==> src/rtl/fft_sched_pkg.sv <==
// Shared types and defaults for the FFT frame scheduler.
// Holds the FSM encoding, default sizing constants and the width helper.
package fft_sched_pkg;

  localparam int DEF_NUM_AVG = 16;
  localparam int DEF_TIMEOUT = 4096;

  typedef enum logic [2:0] {
    S_IDLE     = 3'd0,
    S_WAIT_BUF = 3'd1,
    S_START    = 3'd2,
    S_BUSY     = 3'd3,
    S_RELEASE  = 3'd4,
    S_HOLD     = 3'd5,
    S_ERROR    = 3'd6
  } sched_state_t;

  // Smallest r with 2**r >= v; callers pass N+1 so that 2**r > N.
  function automatic int clog2(input int v);
    int r;
    r = 0;
    while ((1 << r) < v) r++;
    return r;
  endfunction

endpackage

==> src/rtl/fft_frame_scheduler_if.sv <==
// Buffer, FFT-controller, accumulator and detector signals of the frame scheduler.
// The master side is the scheduler; the slave side is the surrounding datapath.
interface fft_frame_scheduler_if
  import fft_sched_pkg::*;
#(
  parameter int CNT_W = clog2(DEF_NUM_AVG + 1)
);
  logic [1:0]       buf_full;
  logic [1:0]       buf_release;
  logic             buf_sel;
  logic             fft_start;
  logic             fft_abort;
  logic             fft_frame_done;
  logic             acc_first;
  logic             acc_last;
  logic [CNT_W-1:0] frame_cnt;
  logic             result_valid;
  logic             result_ack;
  logic             error;

  modport master (
    input  buf_full, fft_frame_done, result_ack,
    output buf_release, buf_sel, fft_start, fft_abort, acc_first, acc_last,
           frame_cnt, result_valid, error
  );

  modport slave (
    output buf_full, fft_frame_done, result_ack,
    input  buf_release, buf_sel, fft_start, fft_abort, acc_first, acc_last,
           frame_cnt, result_valid, error
  );
endinterface

==> src/rtl/fft_watchdog.sv <==
// Cycle counter that flags a hung FFT; tc asserts once the count reaches TIMEOUT-1.
// Held at zero while clear is high, counts while en is high.
module fft_watchdog #(
  parameter int TIMEOUT = 4096,
  parameter int TMR_W   = 13
) (
  input  logic clock,
  input  logic reset,
  input  logic clear,
  input  logic en,
  output logic tc
);
  localparam logic [TMR_W-1:0] TC_VAL = TMR_W'(TIMEOUT - 1);

  logic [TMR_W-1:0] count;

  always_ff @(posedge clock) begin
    if (!reset || clear) begin
      count <= '0;
    end else if (en && !tc) begin
      count <= count + TMR_W'(1);
    end
  end

  assign tc = (count >= TC_VAL);
endmodule

==> src/rtl/fft_frame_scheduler.sv <==
// Drives the FFT controller frame by frame from two ping-pong buffers, tagging averaging windows.
// fft_start 1 cycle after buf_full, buf_release/result_valid 1 cycle after done; stalls in HOLD until result_ack.
module fft_frame_scheduler
  import fft_sched_pkg::*;
#(
  parameter int NUM_AVG = DEF_NUM_AVG,
  parameter int CNT_W   = clog2(NUM_AVG + 1),
  parameter int TIMEOUT = DEF_TIMEOUT,
  parameter int TMR_W   = clog2(TIMEOUT + 1)
) (
  input  logic                  clock,
  input  logic                  reset,
  input  logic                  enable,
  fft_frame_scheduler_if.master bus
);
  localparam logic [CNT_W-1:0] CNT_FULL = CNT_W'(NUM_AVG);
  localparam logic [CNT_W-1:0] CNT_LAST = CNT_W'(NUM_AVG - 1);

  sched_state_t     state;
  logic             next_buf;
  logic [1:0]       buf_release;
  logic             buf_sel;
  logic             fft_start;
  logic             fft_abort;
  logic             acc_first;
  logic             acc_last;
  logic [CNT_W-1:0] frame_cnt;
  logic             result_valid;
  logic             error;
  logic             wd_run;
  logic             wd_tc;

  // The watchdog runs from the START cycle so the abort lands TIMEOUT cycles after fft_start.
  assign wd_run = (state == S_START) || (state == S_BUSY);

  fft_watchdog #(
    .TIMEOUT (TIMEOUT),
    .TMR_W   (TMR_W)
  ) u_watchdog (
    .clock (clock),
    .reset (reset),
    .clear (!wd_run),
    .en    (wd_run),
    .tc    (wd_tc)
  );

  always_ff @(posedge clock) begin
    if (!reset) begin
      state        <= S_IDLE;
      next_buf     <= 1'b0;
      buf_release  <= 2'b00;
      buf_sel      <= 1'b0;
      fft_start    <= 1'b0;
      fft_abort    <= 1'b0;
      acc_first    <= 1'b0;
      acc_last     <= 1'b0;
      frame_cnt    <= '0;
      result_valid <= 1'b0;
      error        <= 1'b0;
    end else begin
      fft_start   <= 1'b0;
      fft_abort   <= 1'b0;
      buf_release <= 2'b00;
      unique case (state)
        S_IDLE: begin
          if (enable) state <= S_WAIT_BUF;
        end
        S_WAIT_BUF: begin
          if (!enable) begin
            state     <= S_IDLE;
            frame_cnt <= '0;
            next_buf  <= 1'b0;
          end else if (bus.buf_full[next_buf]) begin
            // Window tags go out with fft_start and stay up for the whole frame.
            buf_sel   <= next_buf;
            fft_start <= 1'b1;
            acc_first <= (frame_cnt == '0);
            acc_last  <= (frame_cnt == CNT_LAST);
            state     <= S_START;
          end
        end
        S_START: begin
          state <= S_BUSY;
        end
        S_BUSY: begin
          if (bus.fft_frame_done) begin
            buf_release <= buf_sel ? 2'b10 : 2'b01;
            next_buf    <= ~next_buf;
            acc_first   <= 1'b0;
            acc_last    <= 1'b0;
            if (acc_last) begin
              frame_cnt    <= CNT_FULL;
              result_valid <= 1'b1;
            end else begin
              frame_cnt <= frame_cnt + CNT_W'(1);
            end
            state <= S_RELEASE;
          end else if (wd_tc) begin
            fft_abort    <= 1'b1;
            error        <= 1'b1;
            buf_sel      <= 1'b0;
            acc_first    <= 1'b0;
            acc_last     <= 1'b0;
            frame_cnt    <= '0;
            result_valid <= 1'b0;
            state        <= S_ERROR;
          end
        end
        S_RELEASE: begin
          state <= result_valid ? S_HOLD : S_WAIT_BUF;
        end
        S_HOLD: begin
          if (bus.result_ack) begin
            result_valid <= 1'b0;
            frame_cnt    <= '0;
            state        <= S_WAIT_BUF;
          end
        end
        S_ERROR: begin
          state <= S_ERROR;
        end
        default: begin
          state <= S_IDLE;
        end
      endcase
    end
  end

  assign bus.buf_release  = buf_release;
  assign bus.buf_sel      = buf_sel;
  assign bus.fft_start    = fft_start;
  assign bus.fft_abort    = fft_abort;
  assign bus.acc_first    = acc_first;
  assign bus.acc_last     = acc_last;
  assign bus.frame_cnt    = frame_cnt;
  assign bus.result_valid = result_valid;
  assign bus.error        = error;
endmodule

==> src/flat_wrapper.sv <==
// flat-port wrapper written by rule: the top's interface ports become plain ports
module fft_frame_scheduler_flat import fft_sched_pkg::*;
#(
  parameter int NUM_AVG = DEF_NUM_AVG,
  parameter int CNT_W   = clog2(NUM_AVG + 1),
  parameter int TIMEOUT = DEF_TIMEOUT,
  parameter int TMR_W   = clog2(TIMEOUT + 1)
)
  (clock, reset, enable, bus_buf_full, bus_fft_frame_done, bus_result_ack, bus_buf_release, bus_buf_sel, bus_fft_start, bus_fft_abort, bus_acc_first, bus_acc_last, bus_frame_cnt, bus_result_valid, bus_error);
  fft_frame_scheduler_if #(.CNT_W(CNT_W)) bus_i ();
  input  logic clock;
  input  logic reset;
  input  logic enable;
  input wire logic [$bits(bus_i.buf_full)-1:0] bus_buf_full;
  input wire logic [$bits(bus_i.fft_frame_done)-1:0] bus_fft_frame_done;
  input wire logic [$bits(bus_i.result_ack)-1:0] bus_result_ack;
  output wire logic [$bits(bus_i.buf_release)-1:0] bus_buf_release;
  output wire logic [$bits(bus_i.buf_sel)-1:0] bus_buf_sel;
  output wire logic [$bits(bus_i.fft_start)-1:0] bus_fft_start;
  output wire logic [$bits(bus_i.fft_abort)-1:0] bus_fft_abort;
  output wire logic [$bits(bus_i.acc_first)-1:0] bus_acc_first;
  output wire logic [$bits(bus_i.acc_last)-1:0] bus_acc_last;
  output wire logic [$bits(bus_i.frame_cnt)-1:0] bus_frame_cnt;
  output wire logic [$bits(bus_i.result_valid)-1:0] bus_result_valid;
  output wire logic [$bits(bus_i.error)-1:0] bus_error;
  assign bus_i.buf_full = bus_buf_full;
  assign bus_i.fft_frame_done = bus_fft_frame_done;
  assign bus_i.result_ack = bus_result_ack;
  assign bus_buf_release = bus_i.buf_release;
  assign bus_buf_sel = bus_i.buf_sel;
  assign bus_fft_start = bus_i.fft_start;
  assign bus_fft_abort = bus_i.fft_abort;
  assign bus_acc_first = bus_i.acc_first;
  assign bus_acc_last = bus_i.acc_last;
  assign bus_frame_cnt = bus_i.frame_cnt;
  assign bus_result_valid = bus_i.result_valid;
  assign bus_error = bus_i.error;
  fft_frame_scheduler #(.NUM_AVG(NUM_AVG), .CNT_W(CNT_W), .TIMEOUT(TIMEOUT), .TMR_W(TMR_W)) u_core (.clock(clock), .reset(reset), .enable(enable), .bus(bus_i));
endmodule
==> config.mk <==
export PLATFORM = sky130hd
export DESIGN_NAME = fft_frame_scheduler_flat
export DESIGN_NICKNAME = d
export VERILOG_FILES = /design/src/rtl/fft_sched_pkg.sv /design/src/rtl/fft_frame_scheduler_if.sv /design/src/rtl/fft_watchdog.sv /design/src/rtl/fft_frame_scheduler.sv /design/src/flat_wrapper.sv
export SDC_FILE = /design/constraint.sdc
export NUM_CORES = 1
export LEC_CHECK = 0
export ABC_AREA = 1
export BUFFER_PORTS_ARGS = -buffer_cell sky130_fd_sc_hd__buf_2
export CORE_MARGIN = 5
export CORE_UTILIZATION = 40
export CTS_BUF_LIST = sky130_fd_sc_hd__clkbuf_4
export CTS_CLUSTER_DIAMETER = 50
export DETAILED_ROUTE_END_ITERATION = 6
export GPL_TIMING_DRIVEN = 0
export SLEW_MARGIN = 10
export SYNTH_ARGS = -nofsm -noshare
export SYNTH_HDL_FRONTEND = slang
export SYNTH_SLANG_ARGS = --single-unit
==> constraint.sdc <==
create_clock -name clock -period 1.9 [get_ports clock]
set_clock_uncertainty 0.15 [all_clocks]
set_input_delay 0.095 -clock clock [delete_from_list [all_inputs] [get_ports clock]]
set_output_delay 0.095 -clock clock [all_outputs]
set_load 0.01 [all_outputs]
==> results of run 1 <==
==> cells by family after synthesis <==
kind of cell,Yosys count
AND/OR/NAND/NOR,127
adder cells (fa/ha/maj),4
AO/OA/AOI/OAI,37
XOR/XNOR,4
buffers and inverters,36
flip-flops,31
==> per-layer routing <==
layer	share of wire (%)	wire length (um)	track usage, %
met5	0	0	0
met4	1.4	53	6.02
met3	6.3	232	4.35
met2	43	1580	21.0
met1	49	1800	18.9
==> cell usage in the layout (no fill, tap or decap), types with 2 or more instances in the layout <==
cell type | Yosys | layout
a21oi_1 | 17 | 17
inv_2 | 7 | 7
o31ai_1 | 2 | 2
nand3_1 | 19 | 19
o21a_1 | 2 | 2
a21oi_2 | 5 | 5
nor2_1 | 24 | 24
nand3_2 | 3 | 3
xnor2_1 | 2 | 2
dlygate4sd3_1 | 0 | 4
inv_1 | 26 | 26
nand4_1 | 6 | 6
o22ai_1 | 2 | 2
nand2_2 | 7 | 7
o21ai_1 | 2 | 2
or2_2 | 2 | 2
clkbuf_4 | 0 | 7
buf_2 | 0 | 20
nand2_4 | 3 | 3
ha_1 | 4 | 3
dfxtp_1 | 31 | 30
nor3_1 | 6 | 6
nor2_2 | 2 | 2
o21ai_0 | 6 | 6
nand2_1 | 47 | 47
nor2_4 | 4 | 4
xor2_1 | 2 | 2
==> where the power goes <==
| group | internal (mW) | leakage [nW] | switching, mW |
|---|---|---|---|
| combinational | 0.172 | 0.549 | 0.289 |
| clock | 0.173 | 0.0361 | 0.229 |
| sequential | 0.697 | 0.252 | 0.0584 |
| total | 1.04 | 0.837 | 0.577 |
==> synth_stat cells, drive strengths merged <==
master	n	share of area, %
dfxtp	31	36
a21oi	22	7.5
o22ai	2	0.73
xor2	2	1.0
xnor2	2	1.0
nor3b	1	0.44
nand4	6	2.2
o31ai	2	0.87
o21ai	8	2.3
a31oi	1	0.36
nand3b	1	0.44
inv	35	8.1
o21a	2	0.87
nor4	1	0.36
ha	4	2.9
nand3	22	7.3
or2	2	0.73
buf	1	0.44
nand2	58	16
nor2	30	8.6
nor3	6	1.7
==> state kept, by name, indices dropped and copies added, names as in the netlist, 2 cells and up <==
register,flops
u_core.bus.buf_release,2
u_core.state,3
u_core.bus.frame_cnt,5
u_core.u_watchdog.count,13
==> final timing paths <==
check,start,to,slack [ns],cells past startpoint
worst max-delay path,u_core.u_watchdog.count[0]$_SDFFE_PP0P_,u_core.u_watchdog.count[6]$_SDFFE_PP0P_,0.17,11
worst min register to register,u_core.bus.error$_SDFFE_PN0P_,u_core.bus.error$_SDFFE_PN0P_,0.30,2
worst min-delay path,bus_buf_full[1],u_core.bus.fft_start$_SDFF_PN0_,0.18,7
worst max register to register,u_core.u_watchdog.count[0]$_SDFFE_PP0P_,u_core.u_watchdog.count[6]$_SDFFE_PP0P_,0.17,11
==> worst min-delay path, cell delays in order <==
cell and delay, ns:
buf_2 0.09, inv_1 0.04, nand2_1 0.03, o21ai_0 0.14, nor2_1 0.13, inv_2 0.06, nor2_1 0.03
==> repair_timing <==
item / in CTS / in global routing
resized for setup: 0 / 2
hold buffers: 4 / 0
setup endpoints to repair: 0 / 19
setup buffers: 0 / 0
hold endpoints to repair: 5 / 0
==> per-stage QoR <==
step | hold WS [ns] | cell area (um2) | utilization [%]
after floorplan | 0.0948 | 1720 | -
after global placement | 0.264 | 1880 | 46.0
after detailed placement | 0.268 | 1880 | 46.0
after CTS | 0.171 | 1980 | 48.4
after global routing | 0.255 | 1980 | 48.5
final | 0.177 | 1980 | 48.5
==> cell type report <==
cell class	instances	area (um2)	share of cell area, %
plain buffers	1	7.51	0.379
flip-flops and latches	31	622	31.4
clock inverters	1	5.00	0.253
well taps	50	62.6	3.16
clock buffers	7	52.6	2.65
repair buffers	24	140	7.07
multi-input cells	172	953	48.1
inverters	35	139	7.01
==> summary.md, run 1 <==
| Metric | Value |
|---|---|
| Xor/xnor share of the synthesized area | 2.04% |
| Fmax | 579 MHz |
| Placed cells | 309 |
| Tot Pwr | 1.62 mW |
| Final HPWL DP | 2770 um |
| Total of max-cap violations | 0 |
| Mean number of vias per cell | 4.84 |
| FILL cells | 429 |
| Die Height | 75.5 um |
| Chip width | 75.5 um |
| Period utilization | 90.9% |
| Worst VDD drop | 0.245 mV |
| Post-synthesis net count | 250 |
| Number of antenna-violating nets in the routed design | 0 |
| CP startpoint kind | flop |
| Clock-pin transition on the worst setup and hold timing paths | 0.10 ns |
| Final setup fails | 0 |
| Final worst slack | 0.172 ns |
| Share of cells above drive strength 1 | 24.7% |
| Cells along the critical path | ha_2, nand2_1, a21oi_2, nand2_2, nand2_4, inv_4, nand2_8, inv_6, nand2_2, nand2_1, a21oi_2 |
| Port buffer count | 20 |
| Top delay family on crit path | simple AND/OR/NAND/NOR gates |
| Die Footprint | 5710 um2 |
| Avg WL per Cell | 11.4 um |
| Main combinational cell family by area after synthesis | simple AND/OR/NAND/NOR gates |
| PD cells | 817 nW/um2 |
| CTS tree | built |
| Total track usage | 14.1% |
| First-pass iteration count of the detailed router | 4 |
| Vias in the first global route | 1365 |
| Ports | 21 |
| Total Neg Setup Slack | 0 ns |
| Initial Utilization | 42.0% |
| Layout area overhead | 15.4% |
| Maximum clock path buffer count | 2 |
| Worst hold path type | in2reg |
| Post-synthesis mux area share | 0% |
| Register area share after synthesis | 36.1% |
| Simple logic cell fraction of the synthesized area | 37.7% |
| Vias | 1555 |
| Unique masters post-synth | 32 |
| DRC | 0 |
| Unrepaired setup endpoints after global routing | false |
| Pin count of the biggest net entering global routing | 11 |
| Core Area | 4090 um2 |
| Initial DRC count | 95 |
| H-tree depth | 2 |
| Antenna diodes | 0 |
| Leak Pwr | 0.837 nW |
| Slew headroom | 70.6% |
| Yosys Warn Count | 0 |
| Worst-margin pin slew | 0.438 ns |
| Place WS | 0.0933 ns |
| Compound-cell area share of the yosys netlist | 12.7% |
| Clk root buf | clkbuf_4 |
| Worst path max stage delay | 0.39 ns |
| Critical path buffers and inverters | 2 |
| CP arrival | 1.85 ns |
| Initial antenna violation count | 0 |
| Clock sinks | 31 |
| Clk_lat worst skew | 0.33 ns |
| Critical Path End Type | flop |
| First-pass GRT wire length | 6150 um |
| Synthesized area | 1720 um2 |
| Crit Path Class | reg2reg |
| Status | completed |
| CP max-delay cell | dfxtp_2 |
| Post-Synthesis Cells | 239 |
| Max Transition Viols Final | 0 |
| Overflow after GRT | 0 |
| WP data required | 2.02 ns |
| Non-filler instance count after layout | 321 |
| CP Max Fanout | 10 |
| Final Hold Fails | 0 |
| Period minus WS final | 1.73 ns |
| Fin nets | 281 |
| Synth Area in Adders | 2.91% |
| WL final | 3670 um |
| # rows | 23 |
| Yosys reg bits | 31 |
| Gpl congestion | 0.840 |
| CTS Buf Count | 5 |
| Synth Area per Inst | 7.19 um2 |
No activity file was read; power rests on OpenSTA's default activity.
==> inputs of run 2 (changes only) <==
--- a/config.mk
+++ b/config.mk
@@ -13,6 +13,8 @@
 export CTS_CLUSTER_DIAMETER = 50
 export DETAILED_ROUTE_END_ITERATION = 6
 export GPL_TIMING_DRIVEN = 0
+export REMOVE_ABC_BUFFERS = 1
+export SETUP_SLACK_MARGIN = 0.15
 export SLEW_MARGIN = 10
 export SYNTH_ARGS = -nofsm -noshare
 export SYNTH_HDL_FRONTEND = slang
==> run 2 against run 1 <==
Against the previous run: global-route usage is 0.37 points lower; maximum frequency is 5.8% higher; final area hardly changed; via count is 1.7% higher; clock-buffer cell count is 2 lower; critical path type unchanged; worst hold slack worse by 0.16 ns; clock power is 12% lower.
==> summary.md, run 2 (same netlist as run 1, synthesis figures left out) <==
| Metric | Value |
|---|---|
| Status | completed |
| Max FFs per register | 13 |
| Final setup fails | 0 |
| CP arrival | 1.70 ns |
| Final Hold Fails | 0 |
| Vias in the first global route | 1336 |
| First-pass iteration count of the detailed router | 4 |
| Maximum clock path buffer count | 2 |
| Chip width | 75.5 um |
| Largest Register | u_core.u_watchdog.count |
| Initial DRC count | 110 |
| Share of cells above drive strength 1 | 25.3% |
| Die Footprint | 5710 um2 |
| First-pass GRT wire length | 6010 um |
| Worst VDD drop | 0.317 mV |
| Fmax | 612 MHz |
| Vias | 1582 |
| Port buffer count | 20 |
| Final HPWL DP | 2750 um |
| Total Neg Setup Slack | 0 ns |
| Critical Path End Type | flop |
| Total track usage | 13.8% |
| Pin count of the biggest net entering global routing | 14 |
| Antenna diodes | 0 |
| Worst-margin pin slew | 0.486 ns |
| Ports | 21 |
| Gpl congestion | 0.850 |
| Slew headroom | 67.3% |
| Commonest non-fill, non-tap cell in the layout | nand2_1 |
| PD cells | 796 nW/um2 |
| Initial antenna violation count | 0 |
| Die Height | 75.5 um |
| Clk_lat worst skew | 0.33 ns |
| WP data required | 1.96 ns |
| Worst hold path type | in2reg |
| Overflow after GRT | 0 |
| # rows | 23 |
| Initial Utilization | 42.0% |
| CTS Buf Count | 5 |
| Period minus WS final | 1.63 ns |
| WL final | 3640 um |
| Most frequent cells in the layout | nand2_1, dfxtp_1, inv_1, nor2_1, buf_2 |
| Clk root buf | clkbuf_4 |
| Unrepaired setup endpoints after global routing | true |
| Clock sinks | 31 |
| Number of antenna-violating nets in the routed design | 0 |
| Avg WL per Cell | 11.4 um |
| Tot Pwr | 1.58 mW |
| CP Max Fanout | 10 |
| Max Transition Viols Final | 0 |
| Leak Pwr | 0.826 nW |
| Fin nets | 280 |
| Clock-pin transition on the worst setup and hold timing paths | 0.09 ns |
| DRC | 0 |
| Period utilization | 86.0% |
| H-tree depth | 2 |
| Mean number of vias per cell | 4.96 |
| Layout area overhead | 15.3% |
| Top flop regs | u_core.u_watchdog.count (13), u_core.bus.frame_cnt (5), u_core.state (3) |
| CP startpoint kind | flop |
| Total of max-cap violations | 0 |
| Core Area | 4090 um2 |
| Crit Path Class | reg2reg |
| CTS tree | built |
==> run 2: area by class of cell <==
class / count / area, um2
multi-input cells: 172 / 970
clock buffers: 5 / 37.5
repair buffers: 24 / 138
flip-flops and latches: 31 / 626
clock inverters: 2 / 8.76
well taps: 50 / 62.6
fillers: 432 / 2110
inverters: 35 / 139
==> run 2: power breakdown <==
part	internal, mW	switching (mW)
clock	0.131	0.221
sequential	0.698	0.0602
combinational	0.174	0.292
==> run 2: worst max-delay path, stage by stage (launching register included) <==
cell and delay, ns:
dfxtp_4 0.39, ha_4 0.16, nand2_1 0.08, a21oi_2 0.16, nand2_2 0.10, nand2_4 0.11
inv_4 0.06, nand2_8 0.09, inv_6 0.06, o21ai_0 0.08, a21oi_1 0.08
==> run 2: repair_timing <==
action	4_1_cts	5_1_grt
setup buffers	0	1
gates resized for setup	2	6
gates cloned	0	0
hold endpoints to repair	10	0
endpoints found under the setup margin	19	20
hold buffers	3	0
==> run 2: path summary, 6_finish.rpt <==
check | from | end | slack (ns) | cells after the start
worst max-delay path | u_core.u_watchdog.count[0]$_SDFFE_PP0P_ | u_core.u_watchdog.count[10]$_SDFFE_PP0P_ | 0.27 | 10
worst min-delay path | bus_fft_frame_done | u_core.bus.fft_abort$_SDFF_PP0_ | 0.02 | 4
worst max register to register | u_core.u_watchdog.count[0]$_SDFFE_PP0P_ | u_core.u_watchdog.count[10]$_SDFFE_PP0P_ | 0.27 | 10
worst min register to register | u_core.bus.buf_sel$_SDFFE_PN0P_ | u_core.bus.buf_release[1]$_SDFF_PN0_ | 0.31 | 2
==> run 2: stage by stage <==
step / hold WS (ns) / worst slack [ns] / cells / util [%] / instance area [um2]
after floorplan: 0.0638 / 0.311 / 238 / - / 1710
after global placement: 0.274 / 0.0734 / 308 / 45.8 / 1870
after detailed placement: 0.280 / 0.0857 / 308 / 45.8 / 1870
after CTS: 0.00353 / 0.167 / 318 / 47.8 / 1950
after global routing: 0.0166 / 0.125 / 319 / 48.5 / 1980
final: 0.0179 / 0.266 / 319 / 48.5 / 1980
==> run 2: layer usage <==
| metal | wire length, um | track usage (%) |
|---|---|---|
| met3 | 200 | 4.09 |
| met1 | 1790 | 19.4 |
| met4 | 44 | 5.24 |
| met2 | 1600 | 19.8 |
| met5 | 0 | 0 |
==> inputs of run 3 (changes only) <==
--- a/config.mk
+++ b/config.mk
@@ -15,7 +15,7 @@
 export GPL_TIMING_DRIVEN = 0
 export REMOVE_ABC_BUFFERS = 1
 export SETUP_SLACK_MARGIN = 0.15
-export SLEW_MARGIN = 10
 export SYNTH_ARGS = -nofsm -noshare
 export SYNTH_HDL_FRONTEND = slang
+export SYNTH_HIERARCHICAL = 1
 export SYNTH_SLANG_ARGS = --single-unit
==> run 3 against run 2 <==
Against the previous run: synthesized area rose by 8.2%; worst hold slack got worse by 0.0012 ns; critical path depth rose by 4; clock power rose by 47%; sequential power fell by 6.6%; final area rose by 15%; non-clock buffer count rose by 11; die area rose by 7.1%; final cell count rose by 17%; global-route usage rose by 1.1 points; core utilization rose by 2.6 points; sequential share of layout area fell by 3.6 points; critical endpoint is now u_core/bus.frame_cnt[3]$_SDFFE_PN0P_.
==> summary.md, run 3 <==
| Metric | Value |
|---|---|
| Synth async-reset ratio | 0% |
| H-tree depth | 2 |
| Ports | 21 |
| Count leader, synth | nand2_1 |
| Vias | 1793 |
| Share of the synthesized area in the top cell type | 33.4% |
| First-pass GRT wire length | 7360 um |
| Total of max-cap violations | 0 |
| Initial antenna violation count | 0 |
| Met2 Use GR | 26.0% |
| CTS tree | built |
| Core Area | 4440 um2 |
| Grt met1 use | 17.6% |
| PD cells | 642 nW/um2 |
| Initial Utilization | 41.8% |
| Yosys reg bits | 31 |
| Unrepaired setup endpoints after global routing | true |
| Leak Pwr | 1.05 nW |
| WL final | 4150 um |
| Tot Pwr | 1.46 mW |
| Clk root buf | clkbuf_4 |
| First-pass iteration count of the detailed router | 4 |
| Final Cell Area | 2270 um2 |
| FILL cells | 461 |
| # rows | 24 |
| Period utilization | 95.3% |
| CTS Buf Count | 5 |
| Most frequent cells in the layout | nand2_1, nor2_1, inv_1, dfxtp_1, buf_2 |
| Number of antenna-violating nets in the routed design | 0 |
| Commonest non-fill, non-tap cell in the layout | nand2_1 |
| Synth top area cells | dfxtp_1, nand2_1, nor2_1 |
| Overflow after GRT | 0 |
| Initial DRC count | 93 |
| Share of cells above drive strength 1 | 28.9% |
| Worst-margin pin slew | 0.520 ns |
| Post-Synthesis Cells | 283 |
| CP arrival | 1.90 ns |
| Top FF cell, synth | dfxtp_1 |
| Die Footprint | 6110 um2 |
| Crit Path Class | reg2reg |
| Max FFs per register | 13 |
| Synthesized area | 1860 um2 |
| Worst VDD drop | 0.400 mV |
| Vias in the first global route | 1659 |
| Most area-hungry cell type in the Yosys netlist | dfxtp_1 |
| Final HPWL DP | 2910 um |
| Max Transition Viols Final | 0 |
| Port buffer count | 20 |
| Top flop regs | u_core/u_watchdog/count (13), u_core/bus.frame_cnt (5), u_core/state (3) |
| Busiest grt layer | met2 |
| Register area share after synthesis | 33.4% |
| Die Height | 78.2 um |
| CP Max Fanout | 7 |
| Period minus WS final | 1.81 ns |
| Final Hold Fails | 0 |
| Clk_lat worst skew | 0.34 ns |
| Layout area overhead | 22.1% |
| Mean number of vias per cell | 4.79 |
| Avg WL per Cell | 11.1 um |
| GRT met3 Usage | 3.32% |
| Worst hold path type | in2reg |
| EDFF count, synth | 0 |
| Chip width | 78.2 um |
| Yosys Warn Count | 6 |
| Gpl congestion | 0.803 |
| Critical Path End Type | flop |
| Maximum clock path buffer count | 2 |
| Antenna diodes | 0 |
| DRC | 0 |
| Total track usage | 14.9% |
| WP data required | 1.99 ns |
| Synth Area per Inst | 6.57 um2 |
| Slew headroom | 65.3% |
| Pin count of the biggest net entering global routing | 13 |
| Clock sinks | 31 |
| Largest Register | u_core/u_watchdog/count |
| CP startpoint kind | flop |
| Commonest cells in the netlist | nand2_1, nor2_1, inv_1, dfxtp_1, nand3_1 |
| Placed cell areas | 2000 um2 |
| Fin nets | 332 |
| Unique masters post-synth | 33 |
| Clock-pin transition on the worst setup and hold timing paths | 0.11 ns |
| Fmax | 552 MHz |
| Final setup fails | 0 |
| Status | completed |
[run 3: cell count changes in the layout (fill, tap and decap cells not counted), sizes merged, moves of 3 or more]
cell   previous run  this run
nand2            58        73
o21ai             8         4
nand3            22        19
buf              21        32
nand4             6        12
nor2             30        72
inv              35        40
a21oi            22        10
[run 3: path summary, 6_finish.rpt]
path / startpoint / endpoint / slack (ns) / depth (start not counted)
setup / recovery: u_core/u_watchdog/count[1]$_SDFFE_PP0P_ / u_core/bus.frame_cnt[3]$_SDFFE_PN0P_ / 0.09 / 14
hold / removal: bus_buf_full[1] / u_core/bus.fft_start$_SDFF_PN0_ / 0.02 / 5
setup reg to reg: u_core/u_watchdog/count[1]$_SDFFE_PP0P_ / u_core/bus.frame_cnt[3]$_SDFFE_PN0P_ / 0.09 / 14
hold reg to reg: u_core/bus.buf_sel$_SDFFE_PN0P_ / u_core/bus.buf_release[0]$_SDFF_PN0_ / 0.33 / 1
[run 3: cell families after synthesis]
group	count (synthesis)	synth area share, %
compound gates	16	4.71
flops	31	33.4
simple gates	183	47.8
buf+inv	46	10.0
fa+ha+maj	4	2.69
xor+xnor	3	1.41
[run 3: per-stage QoR]
step / cells / hold slack (ns) / TNS (ns) / util, % / worst slack, ns
4_1_cts: 370 / 0.00134 / 0 / 50.1 / 0.0981
2_1_floorplan: 279 / 0.0654 / -0.275 / - / -0.0377
6_report: 374 / 0.0167 / 0 / 51.1 / 0.0893
3_3_place_gp: 351 / 0.264 / -3.09 / 44.9 / -0.306
3_5_place_dp: 351 / 0.270 / -3.15 / 44.9 / -0.313
5_1_grt: 374 / 0.0301 / -0.259 / 51.1 / -0.0376
[run 3: repair_timing]
| action | CTS | global route |
|---|---|---|
| hold buffers | 3 | 0 |
| gates resized for setup | 18 | 10 |
| hold endpoints to repair | 12 | 0 |
| setup buffers | 8 | 4 |
| pin swaps | 6 | 5 |
| setup endpoints to repair | 27 | 22 |
[run 3: area by class of cell]
| type | count | area, um2 | share of cell area, % |
|---|---|---|---|
| clock buffer | 5 | 37.5 | 1.65 |
| clock inverter | 3 | 38.8 | 1.71 |
| inverter | 42 | 159 | 7.00 |
| multi-input combinational | 206 | 1110 | 49.1 |
| sequential | 31 | 634 | 27.9 |
| tap | 52 | 65.1 | 2.87 |
| timing repair buffer | 35 | 220 | 9.70 |
[run 3: power by group]
part / switching [mW] / internal [mW] / leakage [nW]
registers: 0.0362 / 0.672 / 0.255
logic: 0.146 / 0.0846 / 0.749
clock network: 0.248 / 0.271 / 0.0426
total: 0.430 / 1.03 / 1.05
[run 3: worst max-delay path: stages (launching register included)]
cell	delay, ns
dfxtp_4	0.38
ha_4	0.13
nand2_2	0.05
inv_2	0.07
nand2_4	0.06
nor2_8	0.12
nand2_8	0.06
nand3_4	0.07
inv_2	0.05
nand2_2	0.08
nor2_4	0.05
nor2_4	0.21
nand2_4	0.11
nand2_1	0.07
a21oi_1	0.05
[run 3: metal layers]
layer  vias up  wire length [um]  share of wire (%)
met1       794              1910                 46
li1        962                 -                  -
met4         0                98                2.4
met3        10               140                3.4
met5         -                 0                  0
met2        27              2000                 48
